===== config.mk =====
export PLATFORM = sky130hd
export DESIGN_NAME = pulp_rr_arbiter
export DESIGN_NICKNAME = d
export VERILOG_FILES = /design/src/rtl/pulp_rr_arbiter_pkg.sv /design/src/rtl/onehot_to_bin.sv /design/src/rtl/pulp_rr_arbiter.sv
export SDC_FILE = /design/constraint.sdc
export NUM_CORES = 1
export LEC_CHECK = 0
export ABC_AREA = 0
export CAP_MARGIN = 20
export CORE_MARGIN = 2
export CORE_UTILIZATION = 30
export DETAILED_ROUTE_END_ITERATION = 8
export GPL_TIMING_DRIVEN = 0
export PLACE_DENSITY_LB_ADDON = 0.05
export SYNTH_ARGS = -nofsm -noshare
export SYNTH_HDL_FRONTEND = slang
export SYNTH_HIERARCHICAL = 1
export SYNTH_SLANG_ARGS = --single-unit

===== constraint.sdc =====
create_clock -name clk_i -period 3.7 [get_ports clk_i]
set_input_delay 0.37 -clock clk_i [delete_from_list [all_inputs] [get_ports clk_i]]
set_output_delay 0.37 -clock clk_i [all_outputs]
set_load 0.005 [all_outputs]

===== src/rtl/pulp_rr_arbiter_pkg.sv =====
// Shared definitions for the round-robin arbiter: parameter defaults,
// FSM state encoding and the rotating-priority search helper.
package pulp_rr_arbiter_pkg;

  localparam int unsigned N_REQ_DEFAULT    = 32'd4;
  localparam int unsigned MAX_HOLD_DEFAULT = 32'd16;

  typedef enum logic {
    IDLE  = 1'b0,
    GRANT = 1'b1
  } arb_state_e;

  // First set request bit scanning upward from ptr, wrapping at n (n <= 16).
  function automatic int unsigned rr_pick(input int unsigned ptr,
                                          input logic [15:0] req,
                                          input int unsigned n);
    int unsigned win;
    int unsigned cand;
    logic        found;
    win   = ptr;
    found = 1'b0;
    for (int unsigned k = 32'd0; k < 32'd16; k++) begin
      cand = ptr + k;
      if (cand >= n) begin
        cand = cand - n;
      end else begin
        cand = cand;
      end
      if ((k < n) && !found && req[cand[3:0]]) begin
        found = 1'b1;
        win   = cand;
      end else begin
        found = found;
      end
    end
    return win;
  endfunction

endpackage


===== src/rtl/onehot_to_bin.sv =====
// One-hot to binary index encoder; an all-zero input encodes to index 0.
module onehot_to_bin #(
  parameter int unsigned ONEHOT_WIDTH = 32'd4
) (
  input  logic [ONEHOT_WIDTH-1:0]         onehot,
  output logic [$clog2(ONEHOT_WIDTH)-1:0] bin
);

  localparam int unsigned BIN_WIDTH = $clog2(ONEHOT_WIDTH);

  // OR together the indices of all set bits.
  always_comb begin
    bin = {BIN_WIDTH{1'b0}};
    for (int unsigned i = 32'd0; i < ONEHOT_WIDTH; i++) begin
      if (onehot[i]) begin
        bin = bin | BIN_WIDTH'(i);
      end else begin
        bin = bin;
      end
    end
  end

endmodule


===== src/rtl/pulp_rr_arbiter.sv =====
// Round-robin arbiter with a two-state grant FSM, optional hold limit with
// timeout pulse, and a mandatory idle cycle between consecutive grants.
module pulp_rr_arbiter
  import pulp_rr_arbiter_pkg::*;
#(
  parameter int unsigned N_REQ    = N_REQ_DEFAULT,
  parameter int unsigned MAX_HOLD = MAX_HOLD_DEFAULT
) (
  input  logic                     clk_i,
  input  logic                     rst_i,
  input  logic [N_REQ-1:0]         req_i,
  input  logic                     done_i,
  output logic [N_REQ-1:0]         gnt_o,
  output logic [$clog2(N_REQ)-1:0] gnt_idx_o,
  output logic                     busy_o,
  output logic                     timeout_o
);

  localparam int unsigned IDX_W        = $clog2(N_REQ);
  localparam int unsigned HOLD_W       = (MAX_HOLD == 32'd0) ? 32'd1 : $clog2(MAX_HOLD + 32'd1);
  localparam logic        HOLD_LIMITED = (MAX_HOLD != 32'd0);
  localparam logic [HOLD_W-1:0] HOLD_LAST = HOLD_W'(MAX_HOLD - 32'd1);
  localparam logic [IDX_W-1:0]  IDX_LAST  = IDX_W'(N_REQ - 32'd1);

  arb_state_e        state_r, state_next_s;
  logic [IDX_W-1:0]  ptr_r, ptr_next_s;
  logic [HOLD_W-1:0] hold_cnt_r, hold_cnt_next_s;
  logic [N_REQ-1:0]  gnt_r, gnt_next_s;
  logic              timeout_r, timeout_next_s;
  logic [IDX_W-1:0]  winner_s;
  logic              owner_req_s;
  logic              hold_limit_s;
  logic              release_s;

  assign winner_s     = IDX_W'(rr_pick(32'(ptr_r), 16'(req_i), N_REQ));
  assign owner_req_s  = |(req_i & gnt_r);
  assign hold_limit_s = HOLD_LIMITED && (hold_cnt_r == HOLD_LAST);
  assign release_s    = done_i || !owner_req_s || hold_limit_s;

  // Next-state, pointer, hold counter and registered-output computation.
  always_comb begin
    state_next_s    = state_r;
    ptr_next_s      = ptr_r;
    hold_cnt_next_s = hold_cnt_r;
    gnt_next_s      = gnt_r;
    timeout_next_s  = 1'b0;
    case (state_r)
      IDLE: begin
        if (|req_i) begin
          state_next_s    = GRANT;
          gnt_next_s      = N_REQ'(1'b1) << winner_s;
          ptr_next_s      = (winner_s == IDX_LAST) ? {IDX_W{1'b0}} : winner_s + IDX_W'(1'b1);
          hold_cnt_next_s = {HOLD_W{1'b0}};
        end else begin
          state_next_s = IDLE;
        end
      end
      GRANT: begin
        if (release_s) begin
          state_next_s    = IDLE;
          gnt_next_s      = {N_REQ{1'b0}};
          hold_cnt_next_s = {HOLD_W{1'b0}};
          // Timeout only when the hold limit is the sole release cause.
          timeout_next_s  = hold_limit_s && !done_i && owner_req_s;
        end else begin
          hold_cnt_next_s = HOLD_LIMITED ? hold_cnt_r + HOLD_W'(1'b1) : hold_cnt_r;
        end
      end
      default: begin
        state_next_s    = IDLE;
        gnt_next_s      = {N_REQ{1'b0}};
        hold_cnt_next_s = {HOLD_W{1'b0}};
      end
    endcase
  end

  // State and output registers with synchronous reset.
  always_ff @(posedge clk_i) begin
    if (rst_i) begin
      state_r    <= IDLE;
      ptr_r      <= {IDX_W{1'b0}};
      hold_cnt_r <= {HOLD_W{1'b0}};
      gnt_r      <= {N_REQ{1'b0}};
      timeout_r  <= 1'b0;
    end else begin
      state_r    <= state_next_s;
      ptr_r      <= ptr_next_s;
      hold_cnt_r <= hold_cnt_next_s;
      gnt_r      <= gnt_next_s;
      timeout_r  <= timeout_next_s;
    end
  end

  assign gnt_o     = gnt_r;
  assign busy_o    = |gnt_r;
  assign timeout_o = timeout_r;

  onehot_to_bin #(
    .ONEHOT_WIDTH(N_REQ)
  ) u_gnt_idx (
    .onehot(gnt_r),
    .bin   (gnt_idx_o)
  );

endmodule


==> results of run 1 <==
## area by class of cell
cell class                      instances  share of cell area (%)
Inverter                                6                   1.899
Buffer                                  3                   1.582
Multi-Input combinational cell         84                   55.91
Timing Repair Buffer                   14                   11.81
Tap cell                               44                   4.641
Sequential cell                        13                   21.94
Clock buffer                            4                   2.215
## through the flow
| stage | instances | hold WS [ps] | power (W) | setup slack (ps) |
|---|---|---|---|---|
| floorplan | 106 | 434.6 | 0.0005144 | 1230 |
| global placement | 164 | 477.4 | 0.0006633 | 919.8 |
| detailed placement | 164 | 475.5 | 0.0006637 | 894.2 |
| CTS | 168 | 489.3 | 0.0007520 | 883.0 |
| global route | 168 | 526.8 | 0.0008185 | 598.2 |
| finish | 168 | 499.7 | 0.0007436 | 913.7 |
## cell families after synthesis
kind of cell,count (synthesis),share of synthesized area (%)
AOI/OAI and AO/OA,30,24.51
and+or+nand+nor,34,18.42
adders and majority gates,10,12.97
muxes,9,11.93
buffers and inverters,9,4.280
DFF,13,26.98
xor gates and xnor gates,1,0.9081
## state kept, by name (all words and copies together) (netlist names)
| register | count |
|---|---|
| ptr_r | 2 |
| state_r | 1 |
| hold_cnt_r | 5 |
| timeout_o | 1 |
| gnt_o | 4 |
## synth_stat cells
| cell | count |
|---|---|
| a2111oi_0 | 1 |
| a211o_2 | 1 |
| a211oi_1 | 2 |
| a21oi_1 | 4 |
| a221oi_2 | 1 |
| a22oi_1 | 9 |
| a311oi_1 | 2 |
| a31oi_1 | 1 |
| a41oi_1 | 1 |
| and3_1 | 3 |
| buf_6 | 1 |
| clkbuf_1 | 2 |
| dfxtp_1 | 13 |
| ha_1 | 10 |
| inv_1 | 6 |
| mux2_1 | 1 |
| mux2_2 | 2 |
| mux2_4 | 1 |
| mux2i_1 | 3 |
| mux2i_2 | 1 |
| mux4_2 | 1 |
| nand2_1 | 4 |
| nand2b_1 | 4 |
| nand3_1 | 1 |
| nand4_1 | 1 |
| nor2_1 | 10 |
| nor2b_1 | 2 |
| nor3_1 | 1 |
| nor4_1 | 2 |
| o211ai_1 | 1 |
| o21a_1 | 1 |
| o21ai_0 | 3 |
| o311a_4 | 1 |
| o31ai_1 | 1 |
| o32ai_1 | 1 |
| or2_1 | 2 |
| or2_2 | 2 |
| or4_1 | 2 |
| xnor2_1 | 1 |
## power by group through the flow
stage / Sequential [W] / Clock [W] / Combinational (W)
2_1_floorplan: 0.000194 / 0 / 0.000321
3_3_place_gp: 0.000201 / 0 / 0.000462
3_5_place_dp: 0.000203 / 0 / 0.000461
4_1_cts: 0.000200 / 0.0000882 / 0.000464
5_1_grt: 0.000205 / 0.0000968 / 0.000516
6_report: 0.000199 / 0.0000844 / 0.000460
## critical path, stage by stage (launching register included)
cell and delay [ps]:
dfxtp_1 400, buf_6 180, inv_1 80, ha_1 310, clkbuf_1 300, or2_2 170
o32ai_1 60, a211oi_1 320, a31oi_1 100, o21ai_0 300, ha_1 290, nand2_1 60
a21oi_1 60
## how the worst max path moves through the flow
stage	end	depth (start not counted)
3_3_place_gp	ptr_r[1]	12
5_1_grt	ptr_r[1]	12
4_1_cts	ptr_r[1]	12
2_1_floorplan	gnt_o[2]	12
6_report	ptr_r[1]	12
3_5_place_dp	ptr_r[1]	12
## per-layer routing
| layer | vias up | global-route usage, % | wire length (µm) |
|---|---|---|---|
| li1 | 437 | - | - |
| met1 | 382 | 17.90 | 1032 |
| met2 | 14 | 21.35 | 962 |
| met3 | 2 | 3.198 | 77 |
| met4 | 0 | 4.658 | 15 |
| met5 | - | 0 | 0 |
==> flow_metrics.env, run 1 <==
export IMPL_status="finished clean"
export IMPL_fillers=337
export IMPL_dpl_cell_area_um2=1160
export IMPL_fin_crit_ps=2786
export IMPL_syn_to_final_growth_pct=22.96
export IMPL_drcViolationCount=0
export IMPL_final_max_slew_viol_count=0
export IMPL_die_w_um=60.71
export IMPL_p_per_area_nw_per_um2=626.9
export IMPL_ys_types=39
export IMPL_antenna_found_initial=0
export IMPL_totalNegativeSetupSlack_ps=0
export IMPL_clkSinkCount=13
export IMPL_cp_max_fo=10
export IMPL_hold_start="hold_cnt_r[3]"
export IMPL_hold_path_class="reg2reg"
export IMPL_synth_top_area_cell="dfxtp_1"
export IMPL_cap_violations=0
export IMPL_yosysTopAreaCellShare_pct=26.98
export IMPL_seq_area_um2=260.3
export IMPL_diodes=0
export IMPL_num_vias=835
export IMPL_yosys_warnings=6
export IMPL_cts_root_buf="clkbuf_4"
export IMPL_finalInstanceArea_um2=1186
export IMPL_clk_latency_ps=270
export IMPL_relSlewSlack_pct=32.87
export IMPL_final_hold_viol_count=0
export IMPL_hold_depth=1
export IMPL_critical_path_class="reg2reg"
export IMPL_worstPathRequired_ps=3850
export IMPL_cts_tree="built"
export IMPL_netSwitchingFraction_pct=39.30
export IMPL_ant_nets=0
export IMPL_r2r_slack_ps=910
export IMPL_layout_nets=142
export IMPL_power_switching_w=0.0002922
export IMPL_synth_area_top_cells="dfxtp_1 27%, ha_1 13%, a22oi_1 7.0%"
export IMPL_seq_area_frac_synth_pct=26.98
export IMPL_routed_wl_mm=2.088
export IMPL_cts_setup_buffers=0
export IMPL_cts_buffers=3
export IMPL_ios=15
export IMPL_dr_pass1_iters=4
export IMPL_final_cell_mix="14 x clkdlybuf4s50_1, 13 x dfxtp_1, 10 x nor2_1, 10 x ha_1, 9 x a22oi_1"
export IMPL_p_clk_share_pct=11.3
export IMPL_fmax_mhz=358.9
export IMPL_synth_area_per_cell_um2=9.101
export IMPL_crit_arrival_ps=2930
export IMPL_drive_gt1_share_pct=11.29
export IMPL_regToRegStartpoint="ptr_r[0]"
export IMPL_final_util_pct=38.85
export IMPL_grt_use_total_pct=13.45
export IMPL_grt_max_degree=11
export IMPL_die_h_um=60.71
export IMPL_p_leak_nw=0.4503
export IMPL_syn_area_um2=964.7
export IMPL_cts_clk_slew_worst_paths_ps=80
export IMPL_place_hpwl_mm=1.646
export IMPL_period_share_pct=75.31
export IMPL_grt_overflow=0
export IMPL_r2r_cells=12
export IMPL_vias_per_cell=4.970
export IMPL_routabilityCongestion=0.8003
export IMPL_core_area_um2=3053
export IMPL_htreeDepth=1
export IMPL_grt_pass1_vias=849
export IMPL_final_common_cell="clkdlybuf4s50_1"
export IMPL_dr_first_iter_drc_count=40
export IMPL_cts_hold_buffers=0
export IMPL_cts_resized=0
export IMPL_cts_max_path_buffers=2
export IMPL_reg2reg_to="ptr_r[1]"
export IMPL_initial_core_util_pct=31.60
export IMPL_min_to="hold_cnt_r[3]"
export IMPL_tightest_slew_ps=1001
export IMPL_synth_seq_cells=13
export IMPL_post_drt_wl_per_cell_um=12.43
export IMPL_seq_power_share_pct=26.8
export IMPL_intPower_w=0.0004514
export IMPL_critPathLaunchType="flop"
export IMPL_clock_skew_ps=4.510
export IMPL_die_area_um2=3685
export IMPL_setup_violations=0
export IMPL_multi_input_area_um2=663.1
export IMPL_p_comb_share_pct=61.9
export IMPL_critPathCaptureType="flop"
export IMPL_numPortBuffers=14
export IMPL_num_rows=20
export IMPL_grt_pass1_wl_mm=3.739
export IMPL_synth_cells=106
export IMPL_rsz0062_at_grt="no"
export IMPL_crit_start="ptr_r[0]"
export IMPL_ir_drop_mv=0.2478
export IMPL_syn_nets=123
Note: power is estimated with default switching activity, not from simulation.
==> run 2, diff against run 1 <==
==> constraint.sdc (replaced) <==
create_clock -name clk_i -period 2.48 [get_ports clk_i]
set_input_delay 0.248 -clock clk_i [delete_from_list [all_inputs] [get_ports clk_i]]
set_output_delay 0.248 -clock clk_i [all_outputs]
set_load 0.005 [all_outputs]
==> run 2 against run 1 <==
Core utilization is 4.9 points higher. Via count up 4.6%. Sequential cell count unchanged. Sequential share of layout area shrank 1.9 points. Combinational power increased by 96%. Critical endpoint unchanged.
==> flow_metrics.env, run 2 (synthesis gave the netlist of run 1 again) <==
export IMPL_tightest_slew_ps=757.1
export IMPL_p_clk_share_pct=9.3
export IMPL_ant_nets=0
export IMPL_totalNegativeSetupSlack_ps=0
export IMPL_cts_clk_slew_worst_paths_ps=80
export IMPL_period_share_pct=96.43
export IMPL_num_rows=20
export IMPL_final_common_cell="clkdlybuf4s50_1"
export IMPL_dr_pass1_iters=4
export IMPL_p_comb_share_pct=67.6
export IMPL_final_hold_viol_count=0
export IMPL_numPortBuffers=14
export IMPL_largest_reg_flops=5
export IMPL_ir_drop_mv=0.3959
export IMPL_clock_skew_ps=4.829
export IMPL_crit_arrival_ps=2590
export IMPL_clkSinkCount=13
export IMPL_num_vias=873
export IMPL_netSwitchingFraction_pct=38.22
export IMPL_critPathLaunchType="flop"
export IMPL_clk_latency_ps=270
export IMPL_grt_pass1_wl_mm=3.891
export IMPL_final_max_slew_viol_count=0
export IMPL_die_h_um=60.71
export IMPL_fmax_mhz=418.2
export IMPL_routed_wl_mm=2.233
export IMPL_intPower_w=0.0008246
export IMPL_die_w_um=60.71
export IMPL_die_area_um2=3685
export IMPL_vias_per_cell=5.017
export IMPL_core_area_um2=3053
export IMPL_initial_core_util_pct=31.60
export IMPL_regMostFlops="hold_cnt_r"
export IMPL_diodes=0
export IMPL_p_per_area_nw_per_um2=999.8
export IMPL_crit_buf_inv=2
export IMPL_multi_input_area_um2=748.2
export IMPL_dr_first_iter_drc_count=22
export IMPL_worst_path_largest_cell_delay_ps=390
export IMPL_cp_max_fo=10
export IMPL_cts_root_buf="clkbuf_4"
export IMPL_place_hpwl_mm=1.646
export IMPL_cts_buffers=3
export IMPL_grt_use_total_pct=13.93
export IMPL_ios=15
export IMPL_syn_to_final_growth_pct=38.39
export IMPL_cts_max_path_buffers=2
export IMPL_cp_cell_sequence="clkinvlp_4 -> ha_4 -> buf_8 -> or2_2 -> o32ai_2 -> a211oi_2 -> a31oi_2 -> o21ai_2 -> ha_2 -> nand2_1 -> a21oi_2"
export IMPL_cts_tree="built"
export IMPL_setup_violations=0
export IMPL_cts_hold_buffers=0
export IMPL_grt_max_degree=11
export IMPL_preCtsSetupSlack_ps=-325.8
export IMPL_final_util_pct=43.73
export IMPL_dpl_cell_area_um2=1160
export IMPL_seq_power_share_pct=23.1
export IMPL_grt_overflow=0
export IMPL_cap_violations=0
export IMPL_status="finished clean"
export IMPL_worstPathRequired_ps=2680
export IMPL_fin_crit_ps=2391
export IMPL_drive_gt1_share_pct=27.69
export IMPL_layout_nets=148
export IMPL_routabilityCongestion=0.8003
export IMPL_hold_path_class="reg2reg"
export IMPL_power_switching_w=0.0005102
export IMPL_post_drt_wl_per_cell_um=12.83
export IMPL_drcViolationCount=0
export IMPL_antenna_found_initial=0
export IMPL_critPathTopFamily="compound AO/OA/AOI/OAI gates"
export IMPL_finalInstanceArea_um2=1335
export IMPL_critical_path_class="reg2reg"
export IMPL_critPathCaptureType="flop"
export IMPL_fillers=326
export IMPL_seq_area_um2=267.8
export IMPL_setup_ws_ps=88.64
export IMPL_relSlewSlack_pct=49.06
export IMPL_grt_pass1_vias=896
export IMPL_slowest_stage="dfxtp_4"
export IMPL_p_leak_nw=0.5005
export IMPL_final_cell_mix="14 x clkdlybuf4s50_1, 11 x dfxtp_1, 10 x nor2_1"
export IMPL_htreeDepth=1
-- run 2: path summary, 6_finish.rpt --
| path | from | slack, ps | cells after the start | endpoint |
|---|---|---|---|---|
| worst min register to register | hold_cnt_r[3] | 500 | 1 | hold_cnt_r[3] |
| worst min-delay path | hold_cnt_r[3] | 500 | 1 | hold_cnt_r[3] |
| worst max register to register | ptr_r[0] | 90 | 11 | ptr_r[1] |
| worst max-delay path | ptr_r[0] | 90 | 11 | ptr_r[1] |
-- run 2: stage by stage --
step	power, W	cells	hold WS [ps]
3_3_place_gp	0.0009896	164	477.4
5_1_grt	0.001458	174	526.8
4_1_cts	0.001206	171	489.3
6_report	0.001335	174	499.8
3_5_place_dp	0.0009901	164	475.5
2_1_floorplan	0.0007675	106	320.1
-- run 2: worst reg2reg max path, stage by stage (launching register included) --
cell and delay [ps]:
dfxtp_4 390, clkinvlp_4 120, ha_4 240, buf_8 130, or2_2 280, o32ai_2 270
a211oi_2 70, a31oi_2 200, o21ai_2 110, ha_2 320, nand2_1 50, a21oi_2 140
-- run 2: power groups by stage --
stage | sequential [W] | clock [W] | combinational, W
finish | 0.000309 | 0.000124 | 0.000902
global route | 0.000320 | 0.000145 | 0.000994
CTS | 0.000304 | 0.000132 | 0.000770
detailed placement | 0.000303 | 0 | 0.000688
global placement | 0.000300 | 0 | 0.000689
floorplan | 0.000289 | 0 | 0.000478
-- run 2: what timing repair did --
item	in CTS	in global routing
setup buffers	3	4
gates resized for setup	10	15
pin swaps	0	7
endpoints found under the setup margin	5	7
-- run 2: cell type report --
type / count / area share (%)
Timing Repair Buffer: 21 / 14.43
Inverter: 6 / 1.968
Buffer: 2 / 1.406
Tap cell: 44 / 4.124
Sequential cell: 13 / 20.06
Multi-Input combinational cell: 84 / 56.05
Clock buffer: 4 / 1.968
-- run 2: routing by layer --
metal,up-vias,global-route usage [%],wire length (µm)
li1,453,-,-
met1,405,18.16,1046
met2,11,22.27,1096
met3,4,3.198,59
met4,0,5.590,31
met5,-,0,0
